<file path="src/rtl/irl_load_sequencer.sv">
// irl_load_sequencer: load pointer and slot bank for the IRL stage.
// Captures data_in into slot[y] on load strobes, replays the loaded slots
// one per cycle on a run strobe, then self-clears.
// Optional feature macro: IRL_PARITY_EN adds a stored even-parity bit per
// slot and the o_out_par output.
module irl_load_sequencer #(
   parameter int unsigned DATA_W = 8,
   parameter int unsigned SLOTS  = 5
) (
   input  logic              i_clock,
   input  logic              i_reset,
   input  logic              i_d,
   input  logic [1:0]        i_w,
   input  logic [DATA_W-1:0] i_data_in,
   output logic [2:0]        o_y,
   output logic              o_full,
   output logic              o_busy,
   output logic              o_out_valid,
   output logic [DATA_W-1:0] o_out_data,
   output logic              o_done,
`ifdef IRL_PARITY_EN
   output logic              o_out_par,
`endif
   output logic              o_ovf
);

`ifdef IRL_PARITY_EN
   localparam int unsigned PAR_W = 1;
`else
   localparam int unsigned PAR_W = 0;
`endif
   localparam int unsigned SW = DATA_W + PAR_W;

   localparam logic [2:0] Y_FULL = 3'(SLOTS);
   localparam logic [2:0] Y_LAST = 3'(SLOTS - 1);

   typedef enum logic [1:0] {
      ST_LOAD,
      ST_FULL,
      ST_PLAY
   } state_t;

   state_t            r_state;
   logic [2:0]        r_y;
   logic [2:0]        r_idx;
   logic [1:0]        r_wq;
   logic              r_valid;
   logic [DATA_W-1:0] r_data;
   logic              r_done;
   logic              r_ovf;
   logic [SW-1:0]     r_slot [SLOTS];
`ifdef IRL_PARITY_EN
   logic              r_par;
   logic              w_par_nxt;
`endif

   state_t            w_state_nxt;
   logic [2:0]        w_y_nxt;
   logic [2:0]        w_idx_nxt;
   logic              w_valid_nxt;
   logic [DATA_W-1:0] w_data_nxt;
   logic              w_done_nxt;
   logic              w_ovf_nxt;
   logic              w_wr_en;
   logic              w_strobe;
   logic [2:0]        w_rd_idx;
   logic [SW-1:0]     w_rd_word;
   logic [SW-1:0]     w_wr_word;

   // Rising edge of the strobe command; a held 11 counts once.
   assign w_strobe = (i_w == 2'b11) && (r_wq != 2'b11);

`ifdef IRL_PARITY_EN
   assign w_wr_word = {^i_data_in, i_data_in};
`else
   assign w_wr_word = i_data_in;
`endif

   // Read index: slot 0 when launching a replay, r_idx while replaying.
   // Guarded so the terminating PLAY cycle (r_idx == y) never reads past the bank.
   assign w_rd_idx  = (r_state == ST_PLAY && r_idx < Y_FULL) ? r_idx : '0;
   assign w_rd_word = r_slot[w_rd_idx];

   // Next-state and registered-output logic.
   always_comb begin
      w_state_nxt = r_state;
      w_y_nxt     = r_y;
      w_idx_nxt   = r_idx;
      w_valid_nxt = r_valid;
      w_data_nxt  = r_data;
      w_done_nxt  = 1'b0;
      w_ovf_nxt   = 1'b0;
      w_wr_en     = 1'b0;
`ifdef IRL_PARITY_EN
      w_par_nxt   = r_par;
`endif
      case (r_state)
         ST_LOAD, ST_FULL: begin
            w_valid_nxt = 1'b0;
            if (i_w == 2'b10) begin
               w_y_nxt     = '0;
               w_state_nxt = ST_LOAD;
            end else if (w_strobe) begin
               if (!i_d) begin
                  if (r_state == ST_LOAD) begin
                     w_wr_en = 1'b1;
                     w_y_nxt = r_y + 3'd1;
                     if (r_y == Y_LAST) begin
                        w_state_nxt = ST_FULL;
                     end
                  end else begin
                     w_ovf_nxt = 1'b1;
                  end
               end else if (r_y == '0) begin
                  w_done_nxt = 1'b1;
               end else begin
                  w_state_nxt = ST_PLAY;
                  w_valid_nxt = 1'b1;
                  w_data_nxt  = w_rd_word[DATA_W-1:0];
`ifdef IRL_PARITY_EN
                  w_par_nxt   = w_rd_word[DATA_W];
`endif
                  w_idx_nxt   = 3'd1;
               end
            end
         end
         ST_PLAY: begin
            if (r_idx < r_y) begin
               w_valid_nxt = 1'b1;
               w_data_nxt  = w_rd_word[DATA_W-1:0];
`ifdef IRL_PARITY_EN
               w_par_nxt   = w_rd_word[DATA_W];
`endif
               w_idx_nxt   = r_idx + 3'd1;
            end else begin
               w_valid_nxt = 1'b0;
               w_done_nxt  = 1'b1;
               w_y_nxt     = '0;
               w_state_nxt = ST_LOAD;
            end
         end
         default: begin
            w_state_nxt = ST_LOAD;
         end
      endcase
   end

   // Control/state registers with synchronous reset.
   always_ff @(posedge i_clock) begin
      if (i_reset) begin
         r_state <= ST_LOAD;
         r_y     <= '0;
         r_idx   <= '0;
         r_wq    <= 2'b00;
         r_valid <= 1'b0;
         r_data  <= '0;
         r_done  <= 1'b0;
         r_ovf   <= 1'b0;
`ifdef IRL_PARITY_EN
         r_par   <= 1'b0;
`endif
      end else begin
         r_state <= w_state_nxt;
         r_y     <= w_y_nxt;
         r_idx   <= w_idx_nxt;
         r_wq    <= i_w;
         r_valid <= w_valid_nxt;
         r_data  <= w_data_nxt;
         r_done  <= w_done_nxt;
         r_ovf   <= w_ovf_nxt;
`ifdef IRL_PARITY_EN
         r_par   <= w_par_nxt;
`endif
      end
   end

   // Slot bank: cleared on reset, written at the load pointer on a load strobe.
   always_ff @(posedge i_clock) begin
      if (i_reset) begin
         for (int unsigned i = 0; i < SLOTS; i++) begin
            r_slot[i] <= '0;
         end
      end else if (w_wr_en) begin
         r_slot[r_y] <= w_wr_word;
      end
   end

   assign o_y         = r_y;
   assign o_full      = (r_state == ST_FULL);
   assign o_busy      = (r_state == ST_PLAY);
   assign o_out_valid = r_valid;
   assign o_out_data  = r_data;
   assign o_done      = r_done;
   assign o_ovf       = r_ovf;
`ifdef IRL_PARITY_EN
   assign o_out_par   = r_par;
`endif

endmodule

</file>
<file path="config.mk">
export PLATFORM = sky130hd
export DESIGN_NAME = irl_load_sequencer
export DESIGN_NICKNAME = d
export VERILOG_FILES = /design/src/rtl/irl_load_sequencer.sv
export SDC_FILE = /design/constraint.sdc
export NUM_CORES = 1
export LEC_CHECK = 0
export ABC_AREA = 1
export CORE_MARGIN = 2
export CORE_UTILIZATION = 51
export DETAILED_ROUTE_END_ITERATION = 10
export HOLD_SLACK_MARGIN = 0.08
export PLACE_DENSITY_LB_ADDON = 0.05
export SYNTH_ARGS = -nofsm -noshare
export SYNTH_HDL_FRONTEND = slang
export SYNTH_SLANG_ARGS = --single-unit
</file>
<file path="constraint.sdc">
create_clock -name i_clock -period 2 [get_ports i_clock]
set_clock_uncertainty 0.15 [all_clocks]
set_input_delay 0.2 -clock i_clock [delete_from_list [all_inputs] [get_ports i_clock]]
set_output_delay 0.2 -clock i_clock [all_outputs]
set_load 0.05 [all_outputs]
</file>
# Word level (Yosys, flattened, before mapping)
# Memories as Yosys holds them, arrays and structs flattened.
# Cells that the tools add are included.
[word_totals]
register_bits = 21
latch_bits = 0
ram_bits = 40
mem_bits_ro = 0
input_bits = 13
out_inout_bits = 16
wordCells = 97
memories = 1
[mem_list]
columns = ["name", "words", "word_bits", "rd", "rd_clocked_by_memory_dff", "wr", "line_no", "text"]
rows = [
  ["r_slot", 5, 8, 1, 0, 5, "51", "logic [SW-1:0] r_slot [SLOTS];"],
]
[classes]
n_addsub = 2
multipliers = 0
div = 0
n_lt_le_gt_ge = 2
eq_ne = 18
shifts = 0
n_mux = 53
bitwise_logic = 2
reduce_logical = 11
[ops]
columns = ["op", "count"]
rows = [
  ["8-bit 2-to-1 mux", 6],
  ["3-bit 2-to-1 mux", 12],
  ["1-bit 2-to-1 mux", 22],
  ["8-bit one-hot mux with 2 select lines", 1],
  ["2-bit 2-to-1 mux", 7],
  ["2-bit inequality test (second input constant)", 6],
  ["4-bit inequality test (second input constant)", 3],
  ["3-bit one-hot mux with 2 select lines", 2],
  ["5-bit AND reduction", 2],
  ["3-bit inequality test (second input constant)", 3],
  ["8-bit OR reduction", 1],
  ["3-bit by 1-bit adder with 3-bit output (second input constant)", 2],
  ["2-bit == test (second input constant)", 3],
  ["6-bit AND reduction", 1],
  ["5-bit OR reduction", 1],
  ["1-bit one-hot mux with 2 select lines", 2],
  ["2-bit one-hot mux with 2 select lines", 1],
  ["3-bit == test (second input constant)", 1],
  ["3-bit logical NOT", 1],
  ["3-bit less-than comparator", 1],
  ["3-bit less-than comparator (second input constant)", 1],
  ["2-bit by 1-bit == test with 1-bit output (second input constant)", 1],
  ["1-bit logical AND", 2],
  ["2-bit logical NOT", 1],
  ["4 further kinds", 5],
]

# Logic depth before layout (Yosys ltp)
# Gate-level depths: netlist of run 1.
[depth]
depth_word = 11
mapped_depth = 9
mapped_depth_nobuf = 9

# Least setup slack after synthesis of run 1
# OpenSTA, ideal clock, no wires.
[synth_timing]
path_type = "reg-to-reg"
start = "register r_y[2], in the netlist o_y[2]"
end = "register r_data[3], in the netlist o_out_data[3]"
setup_ns = 0.132
t_arrival_ns = 2.008
required_ns = 1.718
path_slack_ns = -0.290
stages_incl_launch_ff = 10
cell_sequence = "dfxtp_1 -> inv_1 -> ha_1 -> a21oi_1 -> nand3_1 -> nand2_2 -> inv_2 -> buf_2 -> nand2_1 -> a21oi_1"
[synth_via]
elab_chain_cells = 3
word_cells_on_any_way = 5
[synth_lines]
columns = ["element", "line_no", "text"]
rows = [
  ["start, declared", "44", "logic [2:0] r_y;"],
  ["start signal, assigned", "164", "r_y <= w_y_nxt;"],
  ["3-bit less-than comparator / 3-bit logical NOT (equally long branches)", "128, 114", ""],
  ["2-bit by 1-bit inequality test with 1-bit output (no line) / 2-bit inequality test (equally long branches)", "--", ""],
  ["6-bit AND reduction (no line) *", "--", ""],
  ["end signal, assigned", "168", "r_data <= w_data_nxt;"],
  ["end, declared", "48", "logic [DATA_W-1:0] r_data;"],
]
# Every way passes the cells marked *; elsewhere a longest branch is shown, timed or not.
# A chain may end at the register's enable or synchronous reset.

# Worst setup path in the final report of run 1
[layout_timing]
start = "register r_y[0], in the netlist o_y[0]"
end = "output port o_y[0]"
[layout_rtl]
columns = ["element", "line_no", "text"]
rows = [
  ["end, declared", "15", "output logic [2:0] o_y,"],
]
# No word-level cell between the ends.

==> summary.txt, run 1 <==
Place
  – Placed cell areas: 0.003936 sq mm
  – Placed Instances: 512
  – RePlAce Congestion: 0.8765
  – Post-placement setup slack: -137.8 ps
  – # port buffers: 28
  – DPL Wire Length: 5869 um

Synth
  – Post-synth EDFFs: 48
  – Cell with the most instances after synthesis: nand2_1
  – Asr flop ratio synth: 0%
  – Largest family of logic cells by synthesized area: simple AND/OR/NAND/NOR gates
  – Post-Synth XOR/XNOR Area: 0%
  – Primary FF master, synth: edfxtp_1
  – Synthesis Warnings: 0
  – Seq/Total Area, Yosys: 55.94%
  – Simple logic cell fraction of the synthesized area: 27.82%
  – Adder-cell share of the synthesized area: 1.880%
  – Most frequent cells after synthesis: 74 x nand2_1, 63 x inv_1, 57 x nor2_1, 48 x edfxtp_1, 47 x nand3_1
  – Biggest area consumer among synthesized cells: edfxtp_1
  – Top cell type's share of synthesized area: 43.31%
  – Post-Syn Area: 0.003328 sq mm
  – Synth Area in Compound Gates: 5.301%
  – Syn Area/Cell: 8.622 sq um
  – Count of unique library cells instantiated by Yosys: 25
  – Synth Net Count: 404
  – Number of synthesized register bits: 69
  – Multiplexer area fraction after synthesis: 0%
  – Cell count after synthesis: 386
  – Area contributors post-synth: edfxtp_1 43%, dfxtp_1 13%, nand2_1 8.3%

Run
  – Max Cap Viol: 0

Timing
  – Fin crit period: 1938 ps
  – Slew @ Worst Pin: 505.9 ps
  – Final hold vios: 0
  – Setup ws final: 62.49 ps
  – Slew Limit Fails: 0
  – RSZ-0062 raised after global routing: false
  – WHS: 312.9 ps
  – Fin crit share: 96.88%
  – Fmax: 516.1 MHz
  – Relative slew slack: 66.22%
  – Final Setup Violations: 0

Die
  – Initial Utilization: 52.72%
  – FP Rows: 29
  – Die Wd: 84.78 um
  – Core area: 0.006314 sq mm
  – IO Pins: 29
  – Die ar.: 0.007188 sq mm
  – Vert. Die Dim: 84.78 um

Clock network
  – Clock transition at the registers of the reported paths: 80 ps
  – Worst-skew pair later-pin latency: 330 ps
  – CTS tree: yes
  – # hold bufs at CTS: 0
  – CTS Root Cell: clkbuf_8
  – CTS Sinks: 69
  – TritonCTS buffer count: 9
  – Max clock buf depth: 2
  – CTS H-Tree Depth: 3

Final layout
  – # diodes: 0
  – Finished layout cell area: 0.004156 sq mm
  – Util after Layout: 65.83%
  – Ratio of cells with drive above 1 in the final layout: 13.50%
  – Area growth syn-to-layout: 24.89%
  – Post-Layout Cell Count: 529
  – Nets: 465

Power
  – Lkg Pwr: 1.872 nW
  – Max IR drop VDD: 0.6312 mV
  – Pwr dens: 711.2 mW/mm^2

Routing
  – Via Count: 2,741
  – Drt wl/cell: 14.90 um
  – Post-DRT Antenna Nets: 0
  – DRC: 0
  – Total routed wirelength: 7881 um
  – DR iter-0 viols: 307
  – Via density: 5.181
  – Drt first pass iters: 5

Global route
  – GRT overflow: 0
  – Initial antenna violation count: 0
  – Global Route Usage Sum: 23.03%
  – First-pass GRT wire length: 12,700 um
  – Largest net degree at the start of global routing: 26
  – Number of global-route vias before repair: 2,539

Setup path
  – Worst setup EP type: output port
  – CP Launch Type: register
  – Worst path required time: 1650 ps
  – Crit path DAT: 1590 ps
  – Top fanout value on the critical path: 5
  – Critical path type: register to output port

Min path
  – Hold WC Path Type: register to register

Outcome
  – Outcome: complete, no violations
==> cell usage in the layout (no fill, tap or decap), drive strengths merged <==
cell	Yosys	layout
nand2	75	75
inv	66	65
nor2	58	58
nand3	49	50
edfxtp	48	48
buf	6	31
a21oi	25	25
clkdlybuf4s50	0	24
dfxtp	21	21
nand4	10	10
clkbuf	2	9
nand3b	8	8
o21ai	7	7
ha	5	5
clkinv	1	5
clkinvlp	0	3
nor3	2	2
dlymetal6s2s	0	2
and3	1	1
a211oi	1	1
nor4	1	1
bufinv	0	1
==> final cells by class <==
| cell class | instances | area (sq um) |
|---|---|---|
| clock inverters | 7 | 66.31 |
| fillers | 543 | 2157 |
| repair buffers | 57 | 560.5 |
| clock buffers | 9 | 123.9 |
| well taps | 77 | 96.34 |
| multi-input cells | 243 | 1185 |
| flip-flops and latches | 69 | 1869 |
| inverters | 67 | 255.2 |
==> sequential cells by signal (all words and copies together), names as in the netlist <==
name / flops
o_y: 3
r_wq: 2
o_out_valid: 1
r_state: 2
r_slot: 48
r_idx: 3
o_ovf: 1
o_out_data: 8
o_done: 1
==> where the power goes <==
part           switching, mW  leakage, nW  internal, mW
Combinational          0.183         1.12         0.113
Sequential            0.0196        0.657          1.57
Clock                  0.509       0.0903         0.567
Total                  0.711         1.87          2.25
==> what timing repair did <==
action / in CTS / in global routing
setup buffers: 0 / 0
gates resized for setup: 0 / 6
endpoints found under the setup margin: 0 / 10
==> worst max-delay path: stages, from the launching register on <==
cell and delay [ps]:
dfxtp_2 330, buf_4 130, clkdlybuf4s50_1 800
==> routing by layer <==
layer	vias up	wire length [um]	share of wire [%]	GRT usage, %
met5	-	0	0	0
met4	0	142	1.8	6.494
met3	12	451	5.7	5.015
met2	101	3736	47	37.37
met1	1245	3551	45	31.37
li1	1383	-	-	-
==> kinds of logic (layout without fill, tap and decap cells) <==
| group | count (synthesis) | after routing |
|---|---|---|
| buffers and inverters | 75 | 140 |
| AOI/OAI and AO/OA | 33 | 33 |
| and+or+nand+nor | 204 | 205 |
| DFF | 69 | 69 |
| adders and majority gates | 5 | 5 |
==> per-stage QoR <==
step | power, mW | setup TNS (ps)
finish | 2.956 | 0
CTS | 2.962 | 0
detailed placement | 1.910 | -3855
global route | 3.062 | 0
floorplan | 1.772 | 0
global placement | 1.909 | -3259
==> path summary, 6_finish.rpt <==
path	startpoint	end	slack, ps	cells past startpoint
max	o_y[0]$_SDFFE_PP0P_	o_y[0]	60	2
max reg2reg	r_state[0]$_SDFFE_PP0P_	r_slot[0][7]$_SDFFCE_PN0P_	150	5
min	o_out_data[7]$_SDFFE_PP0P_	o_out_data[7]$_SDFFE_PP0P_	310	2
min reg2reg	o_out_data[7]$_SDFFE_PP0P_	o_out_data[7]$_SDFFE_PP0P_	310	2
Note: power is estimated with default switching activity, not from simulation.
==> run 2, diff against run 1 <==
--- a/config.mk
+++ b/config.mk
@@ -8,6 +8,7 @@
 export ABC_AREA = 1
 export CORE_MARGIN = 2
 export CORE_UTILIZATION = 51
+export CTS_CLUSTER_DIAMETER = 30
 export DETAILED_ROUTE_END_ITERATION = 10
 export HOLD_SLACK_MARGIN = 0.08
 export PLACE_DENSITY_LB_ADDON = 0.05
==> constraint.sdc (replaced) <==
create_clock -name i_clock -period 2 [get_ports i_clock]
set_clock_uncertainty 0.15 [all_clocks]
set_input_delay 0.2 -clock i_clock [delete_from_list [all_inputs] [get_ports i_clock]]
set_output_delay 0.2 -clock i_clock [all_outputs]
set_load 0.005 [all_outputs]
==> run 2 against run 1 <==
Net effect:
- register-to-register slack gained 30 ps
- clock-buffer cell count is 1 higher
- final area down 0.75%
- die area did not move
- flip-flop and latch count is the same
- via count grew 1.0%
- non-clock buffer count grew 3
- power rose by 0.66%
- cell count is 0.57% higher
- critical path depth grew 2
- fmax is 2.3% higher
- global-route usage up 1.4 points
- critical endpoint is now o_busy
- largest cell class unchanged
- highest routed layer unchanged
==> summary.txt, run 2 (synthesis results as in run 1) <==
Timing
  – Setup TNS: 0 ps (unchanged)
  – Final hold vios: 0 (unchanged)
  – Fmax: 528.1 MHz (was 516.1 MHz)
  – Slew @ Worst Pin: 373.4 ps (was 505.9 ps)
  – Relative slew slack: 75.07% (was 66.22%)
  – Final Setup Violations: 0 (unchanged)
  – Slew Limit Fails: 0 (unchanged)
  – RSZ-0062 raised after global routing: false (unchanged)
  – Fin crit period: 1893 ps (was 1938 ps)
  – WHS: 306.4 ps (was 312.9 ps)
  – Fin crit share: 94.67% (was 96.88%)

Global route
  – GR met2 Demand/Resource: 37.65% (was 37.37%)
  – Largest net degree at the start of global routing: 26 (unchanged)
  – Initial antenna violation count: 0 (unchanged)
  – GRT busiest layer: met2 (unchanged)
  – Met3 Resource Use GR: 6.588% (was 5.015%)
  – First-pass GRT wire length: 12,960 um (was 12,700 um)
  – Global Route Usage Sum: 24.39% (was 23.03%)
  – Met1 GRT Util: 32.09% (was 31.37%)
  – GRT overflow: 0 (unchanged)
  – Number of global-route vias before repair: 2,564 (was 2,539)

Clock network
  – CTS Root Cell: clkbuf_8 (unchanged)
  – CTS tree: yes (unchanged)
  – CTS Sinks: 69 (unchanged)
  – Max clock buf depth: 2 (unchanged)
  – TritonCTS buffer count: 9 (unchanged)
  – CTS H-Tree Depth: 3 (unchanged)
  – Clock transition at the registers of the reported paths: 80 ps (about the same)
  – Worst-skew pair later-pin latency: 340 ps (was 330 ps)

Run
  – Max Cap Viol: 0 (unchanged)

Routing
  – Via Count: 2,769 (was 2,741)
  – DR iter-0 viols: 228 (was 307)
  – Via density: 5.205 (was 5.181)
  – Drt first pass iters: 5 (unchanged)
  – Total routed wirelength: 8126 um (was 7881 um)
  – Post-DRT Antenna Nets: 0 (unchanged)
  – Drt wl/cell: 15.27 um (was 14.90 um)
  – DRC: 0 (unchanged)

Die
  – Vert. Die Dim: 84.78 um (unchanged)
  – Die Wd: 84.78 um (unchanged)
  – Core area: 0.006314 sq mm (unchanged)
  – FP Rows: 29 (unchanged)
  – Initial Utilization: 52.72% (unchanged)
  – Die ar.: 0.007188 sq mm (unchanged)
  – IO Pins: 29 (unchanged)

Power
  – Clock network power share: 37.9% (was 36.4%)
  – Switching share of power: 24.09% (was 24.04%)
  – Int Power: 2.259 mW (was 2.245 mW)
  – Pwr dens: 721.3 mW/mm^2 (was 711.2 mW/mm^2)
  – Gate power share: 8.7% (was 10.0%)
  – Seq pwr share: 53.3% (was 53.6%)
  – Max IR drop VDD: 0.5503 mV (was 0.6312 mV)
  – Switch Pwr: 717.0 uW (was 710.8 uW)
  – Lkg Pwr: 1.837 nW (was 1.872 nW)

Setup path
  – Top fanout value on the critical path: 9 (was 5)
  – FF-to-FF path depth: 9 (was 5)
  – Crit path DAT: 1540 ps (was 1590 ps)
  – Worst setup path endpoint: o_busy (was o_y[0])
  – Worst path required time: 1650 ps (about the same)
  – Critical R2R Launch: r_state[1]$_SDFFE_PP0P_ (was r_state[0]$_SDFFE_PP0P_)
  – CP Launch Type: register (unchanged)
  – Setup slack, reg-to-reg: 180 ps (was 150 ps)
  – Worst setup path start: r_state[1]$_SDFFE_PP0P_ (was o_y[0]$_SDFFE_PP0P_)
  – Worst setup EP type: output port (unchanged)
  – RR Endpoint: o_out_data[4]$_SDFFE_PP0P_ (was r_slot[0][7]$_SDFFCE_PN0P_)
  – Critical path type: register to output port (unchanged)

Final layout
  – Most common cell after layout, fill and taps aside: nand2_1 (unchanged)
  – Commonest non-fill, non-tap cells in the layout: 74 x nand2_1, 63 x inv_1, 57 x nor2_1 (was 74 x nand2_1, 62 x inv_1, 56 x nor2_1)
  – # diodes: 0 (unchanged)
  – Ratio of cells with drive above 1 in the final layout: 13.19% (was 13.50%)
  – Nets: 468 (was 465)
  – Area growth syn-to-layout: 23.95% (was 24.89%)
  – Register name with the most flops: r_slot (unchanged)
  – Post-Layout Cell Count: 532 (was 529)
  – FILL cells: 559 (was 543)
  – Max FFs per register: 48 (unchanged)
  – Util after Layout: 65.34% (was 65.83%)

Min path
  – Hold WC Path Type: primary input to register (was register to register)

Place
  – DPL Wire Length: 6039 um (was 5869 um)
  – # port buffers: 28 (unchanged)
  – Placed Instances: 514 (was 512)
  – RePlAce Congestion: 0.8348 (was 0.8765)

Outcome
  – Outcome: complete, no violations (unchanged)
[run 2: worst max-delay path, cell delays in order, from the launching register on]
cell	delay [ps]
dfxtp_2	350
inv_2	80
nor2_8	120
buf_4	150
clkdlybuf4s50_1	510
[run 2: power groups by stage]
| stage | registers (mW) | logic, mW | clock network [mW] |
|---|---|---|---|
| floorplan | 1.62 | 0.128 | 0 |
| global placement | 1.62 | 0.255 | 0 |
| detailed placement | 1.62 | 0.256 | 0 |
| CTS | 1.59 | 0.258 | 1.15 |
| global route | 1.59 | 0.289 | 1.21 |
| finish | 1.59 | 0.260 | 1.13 |
[run 2: per-stage QoR]
step | power, mW | area [sq um] | worst slack, ps
after floorplan | 1.744 | 3328 | 71.00
after global placement | 1.871 | 3900 | -103.0
after detailed placement | 1.874 | 3900 | -115.6
after CTS | 2.995 | 4106 | 24.43
after global routing | 3.095 | 4125 | 23.23
final | 2.976 | 4125 | 106.6
[run 2: per-layer routing]
layer | vias up | routed length [um]
met5 | - | 0
met1 | 1239 | 3506
met4 | 0 | 212
met3 | 19 | 597
li1 | 1398 | -
met2 | 113 | 3809
[run 2: what timing repair did]
item / 4_1_cts / 5_1_grt
pin swaps: 1 / 0
gates cloned: 0 / 1
resized for setup: 1 / 3
setup endpoints to repair: 1 / 16
hold buffers: 0 / 0
setup buffers: 1 / 0
endpoints found under the hold margin: 0 / 0
[run 2: how the worst min path moves through the flow]
| stage | start | end | depth (start not counted) | slack, ps |
|---|---|---|---|---|
| 3_5_place_dp | o_out_data[0]$_SDFFE_PP0P_ | o_out_data[0]$_SDFFE_PP0P_ | 2 | 310 |
| 5_1_grt | i_data_in[5] | r_slot[5][5]$_DFFE_PP_ | 1 | 290 |
| 4_1_cts | i_data_in[2] | r_slot[5][2]$_DFFE_PP_ | 1 | 290 |
| 6_report | i_data_in[4] | r_slot[5][4]$_DFFE_PP_ | 1 | 310 |
| 2_1_floorplan | i_reset | o_out_data[0]$_SDFFE_PP0P_ | 1 | 120 |
| 3_3_place_gp | o_out_data[0]$_SDFFE_PP0P_ | o_out_data[0]$_SDFFE_PP0P_ | 2 | 300 |
[run 2: cell type report]
cell class                 instances  area [sq um]  area share [%]
timing repair buffer              60         533.0           12.92
clock buffer                      10         127.6           3.094
sequential                        69          1864           45.19
tap                               77         96.34           2.335
inverter                          67         254.0           6.157
multi-input combinational        243          1180           28.60
clock inverter                     6         70.07           1.699
==> run 3, diff against run 2 <==
--- a/config.mk
+++ b/config.mk
@@ -12,6 +12,7 @@
 export DETAILED_ROUTE_END_ITERATION = 10
 export HOLD_SLACK_MARGIN = 0.08
 export PLACE_DENSITY_LB_ADDON = 0.05
+export SKIP_CTS_REPAIR_TIMING = 1
 export SYNTH_ARGS = -nofsm -noshare
 export SYNTH_HDL_FRONTEND = slang
 export SYNTH_SLANG_ARGS = --single-unit
==> run 3 against run 2 <==
Net effect:
- die area stayed put
- utilization grew 0.16 points
- first-iteration DRC count is 7.5% lower
- fmax shrank 1.3%
- final area increased by 0.24%
- critical path depth is the same
- via count is 1.8% lower
- register-to-register slack about the same
- global-route usage is essentially flat
- sequential share of layout area shrank 0.11 points
- sequential power hardly changed
- power about the same
- critical path type unchanged
- critical endpoint unchanged
- largest power group unchanged
==> summary.txt, run 3 (synthesis results as in run 1) <==
Outcome
  – Outcome: complete, no violations (unchanged)

Final layout
  – Util after Layout: 65.50% (was 65.34%)
  – Most common cell after layout, fill and taps aside: nand2_1 (unchanged)
  – Max FFs per register: 48 (unchanged)
  – Area growth syn-to-layout: 24.25% (was 23.95%)
  – # diodes: 0 (unchanged)
  – Commonest non-fill, non-tap cells in the layout: 74 x nand2_1, 63 x inv_1, 57 x nor2_1 (unchanged)
  – Post-Layout Cell Count: 532 (unchanged)
  – FILL cells: 566 (was 559)
  – Register name with the most flops: r_slot (unchanged)
  – Nets: 468 (unchanged)
  – Ratio of cells with drive above 1 in the final layout: 13.19% (unchanged)

Global route
  – Largest net degree at the start of global routing: 26 (unchanged)
  – First-pass GRT wire length: 12,960 um (unchanged)
  – Number of global-route vias before repair: 2,560 (was 2,564)
  – Initial antenna violation count: 0 (unchanged)
  – GRT overflow: 0 (unchanged)
  – Global Route Usage Sum: 24.37% (was 24.39%)

Setup path
  – Critical path type: register to output port (unchanged)
  – Buf/Inv on CP: 3 (unchanged)
  – Worst path required time: 1650 ps (about the same)
  – Worst path slowest cell: clkdlybuf4s50_1 (unchanged)
  – Worst setup EP type: output port (unchanged)
  – Critical R2R Launch: r_state[1]$_SDFFE_PP0P_ (unchanged)
  – Crit path DAT: 1570 ps (was 1540 ps)
  – FF-to-FF path depth: 10 (was 9)
  – CP max stage delay: 510 ps (about the same)
  – CP Launch Type: register (unchanged)
  – RR Endpoint: o_out_data[0]$_SDFFE_PP0P_ (was o_out_data[4]$_SDFFE_PP0P_)
  – Top fanout value on the critical path: 9 (unchanged)
  – CP cell instances: inv_2 > nor2_8 > buf_4 > clkdlybuf4s50_1 (unchanged)
  – Delay-heaviest family, CP: buffers and inverters (unchanged)
  – Setup slack, reg-to-reg: 180 ps (about the same)

Run
  – Max Cap Viol: 0 (unchanged)

Min path
  – Hold_sp: i_data_in[2] (was i_data_in[4])
  – Hold Path Depth: 1 (unchanged)
  – Hold WC Path Type: primary input to register (unchanged)
  – Min-Delay Endpoint: r_slot[5][2]$_DFFE_PP_ (was r_slot[5][4]$_DFFE_PP_)

Die
  – Vert. Die Dim: 84.78 um (unchanged)
  – Die ar.: 0.007188 sq mm (unchanged)
  – IO Pins: 29 (unchanged)
  – FP Rows: 29 (unchanged)
  – Initial Utilization: 52.72% (unchanged)
  – Die Wd: 84.78 um (unchanged)
  – Core area: 0.006314 sq mm (unchanged)

Timing
  – RSZ-0062 raised after global routing: false (unchanged)
  – Final hold vios: 0 (unchanged)
  – Final Setup Violations: 0 (unchanged)
  – Fin crit share: 95.96% (was 94.67%)
  – Slew Limit Fails: 0 (unchanged)
  – Fin crit period: 1919 ps (was 1893 ps)
  – Fmax: 521.1 MHz (was 528.1 MHz)
  – Slew @ Worst Pin: 344.2 ps (was 373.4 ps)
  – Relative slew slack: 76.99% (was 75.07%)

Place
  – # port buffers: 28 (unchanged)
  – RePlAce Congestion: 0.8348 (unchanged)
  – DPL Wire Length: 6039 um (unchanged)
  – Placed Instances: 514 (unchanged)

Routing
  – Total routed wirelength: 8012 um (was 8126 um)
  – DR iter-0 viols: 211 (was 228)
  – Via Count: 2,720 (was 2,769)
  – DRC: 0 (unchanged)
  – Post-DRT Antenna Nets: 0 (unchanged)
  – Drt first pass iters: 5 (unchanged)
  – Via density: 5.113 (was 5.205)
  – Drt wl/cell: 15.06 um (was 15.27 um)

Power
  – Lkg Pwr: 1.845 nW (was 1.837 nW)
  – Pwr dens: 719.6 mW/mm^2 (was 721.3 mW/mm^2)
  – Overall Power: 2.976 mW (about the same)
  – Max IR drop VDD: 0.5499 mV (was 0.5503 mV)

Clock network
  – CTS Sinks: 69 (unchanged)
  – Clock transition at the registers of the reported paths: 70 ps (was 80 ps)
  – Max clock buf depth: 2 (unchanged)
  – TritonCTS buffer count: 9 (unchanged)
  – CTS H-Tree Depth: 3 (unchanged)
  – Worst-skew pair later-pin latency: 340 ps (about the same)
  – CTS tree: yes (unchanged)
  – CTS Root Cell: clkbuf_8 (unchanged)
[run 3: cell types whose count changed in the layout (fill, tap and decap cells not counted)]
cell     change
buf_12       +1
nand3_2      -1
[run 3: worst reg2reg max path, cell delays in order, from the launching register on]
cell,delay [ps]
dfxtp_2,350
inv_2,90
nor2_8,140
buf_12,120
nand3_4,220
inv_1,290
nand2_1,90
nand3_1,70
nand3_1,70
nand2_1,80
a21oi_1,60
[run 3: layout make-up]
cell class | instances | area, sq um | share of cell area (%)
Clock buffer | 10 | 127.6 | 3.086
Clock inverter | 6 | 70.07 | 1.694
Tap cell | 77 | 96.34 | 2.330
Timing Repair Buffer | 61 | 553.0 | 13.37
Multi-Input combinational cell | 242 | 1170 | 28.29
Sequential cell | 69 | 1864 | 45.08
Inverter | 67 | 254.0 | 6.142
[run 3: power breakdown]
part | switching [mW] | internal (mW) | leakage (nW) | total (mW)
sequential | 0.0196 | 1.57 | 0.656 | 1.59
clock | 0.543 | 0.584 | 0.0895 | 1.13
combinational | 0.153 | 0.109 | 1.10 | 0.262
total | 0.716 | 2.26 | 1.84 | 2.98
[run 3: worst max path at each step]
stage                                  to  depth (start not counted)               startpoint
6_report                           o_busy                          4  r_state[1]$_SDFFE_PP0P_
5_1_grt        o_out_data[2]$_SDFFE_PP0P_                         10  r_state[1]$_SDFFE_PP0P_
4_1_cts                            o_busy                          4  r_state[1]$_SDFFE_PP0P_
3_5_place_dp   r_slot[2][6]$_SDFFCE_PN0P_                          8                  i_reset
3_3_place_gp   r_slot[4][4]$_SDFFCE_PN0P_                          8                  i_reset
2_1_floorplan      r_slot[5][0]$_DFFE_PP_                          7       r_wq[0]$_SDFF_PP0_
[run 3: per-stage QoR]
| stage | hold WS, ps | instance area, sq um | setup TNS, ps | worst slack, ps |
|---|---|---|---|---|
| 2_1_floorplan | 119.1 | 3328 | 0 | 71.00 |
| 3_3_place_gp | 301.9 | 3900 | -3164 | -103.0 |
| 3_5_place_dp | 308.6 | 3900 | -3390 | -115.6 |
| 4_1_cts | 289.3 | 4098 | -27.00 | -27.00 |
| 5_1_grt | 288.7 | 4135 | 0 | 4.473 |
| 6_report | 305.4 | 4135 | 0 | 80.82 |
[run 3: metal layers]
metal / global-route usage [%] / vias to the layer above / routed length, um
met5: 0 / - / 0
met4: 11.54 / 0 / 232
met3: 6.588 / 21 / 503
met2: 37.58 / 95 / 3724
met1: 32.09 / 1214 / 3551
li1: - / 1390 / -
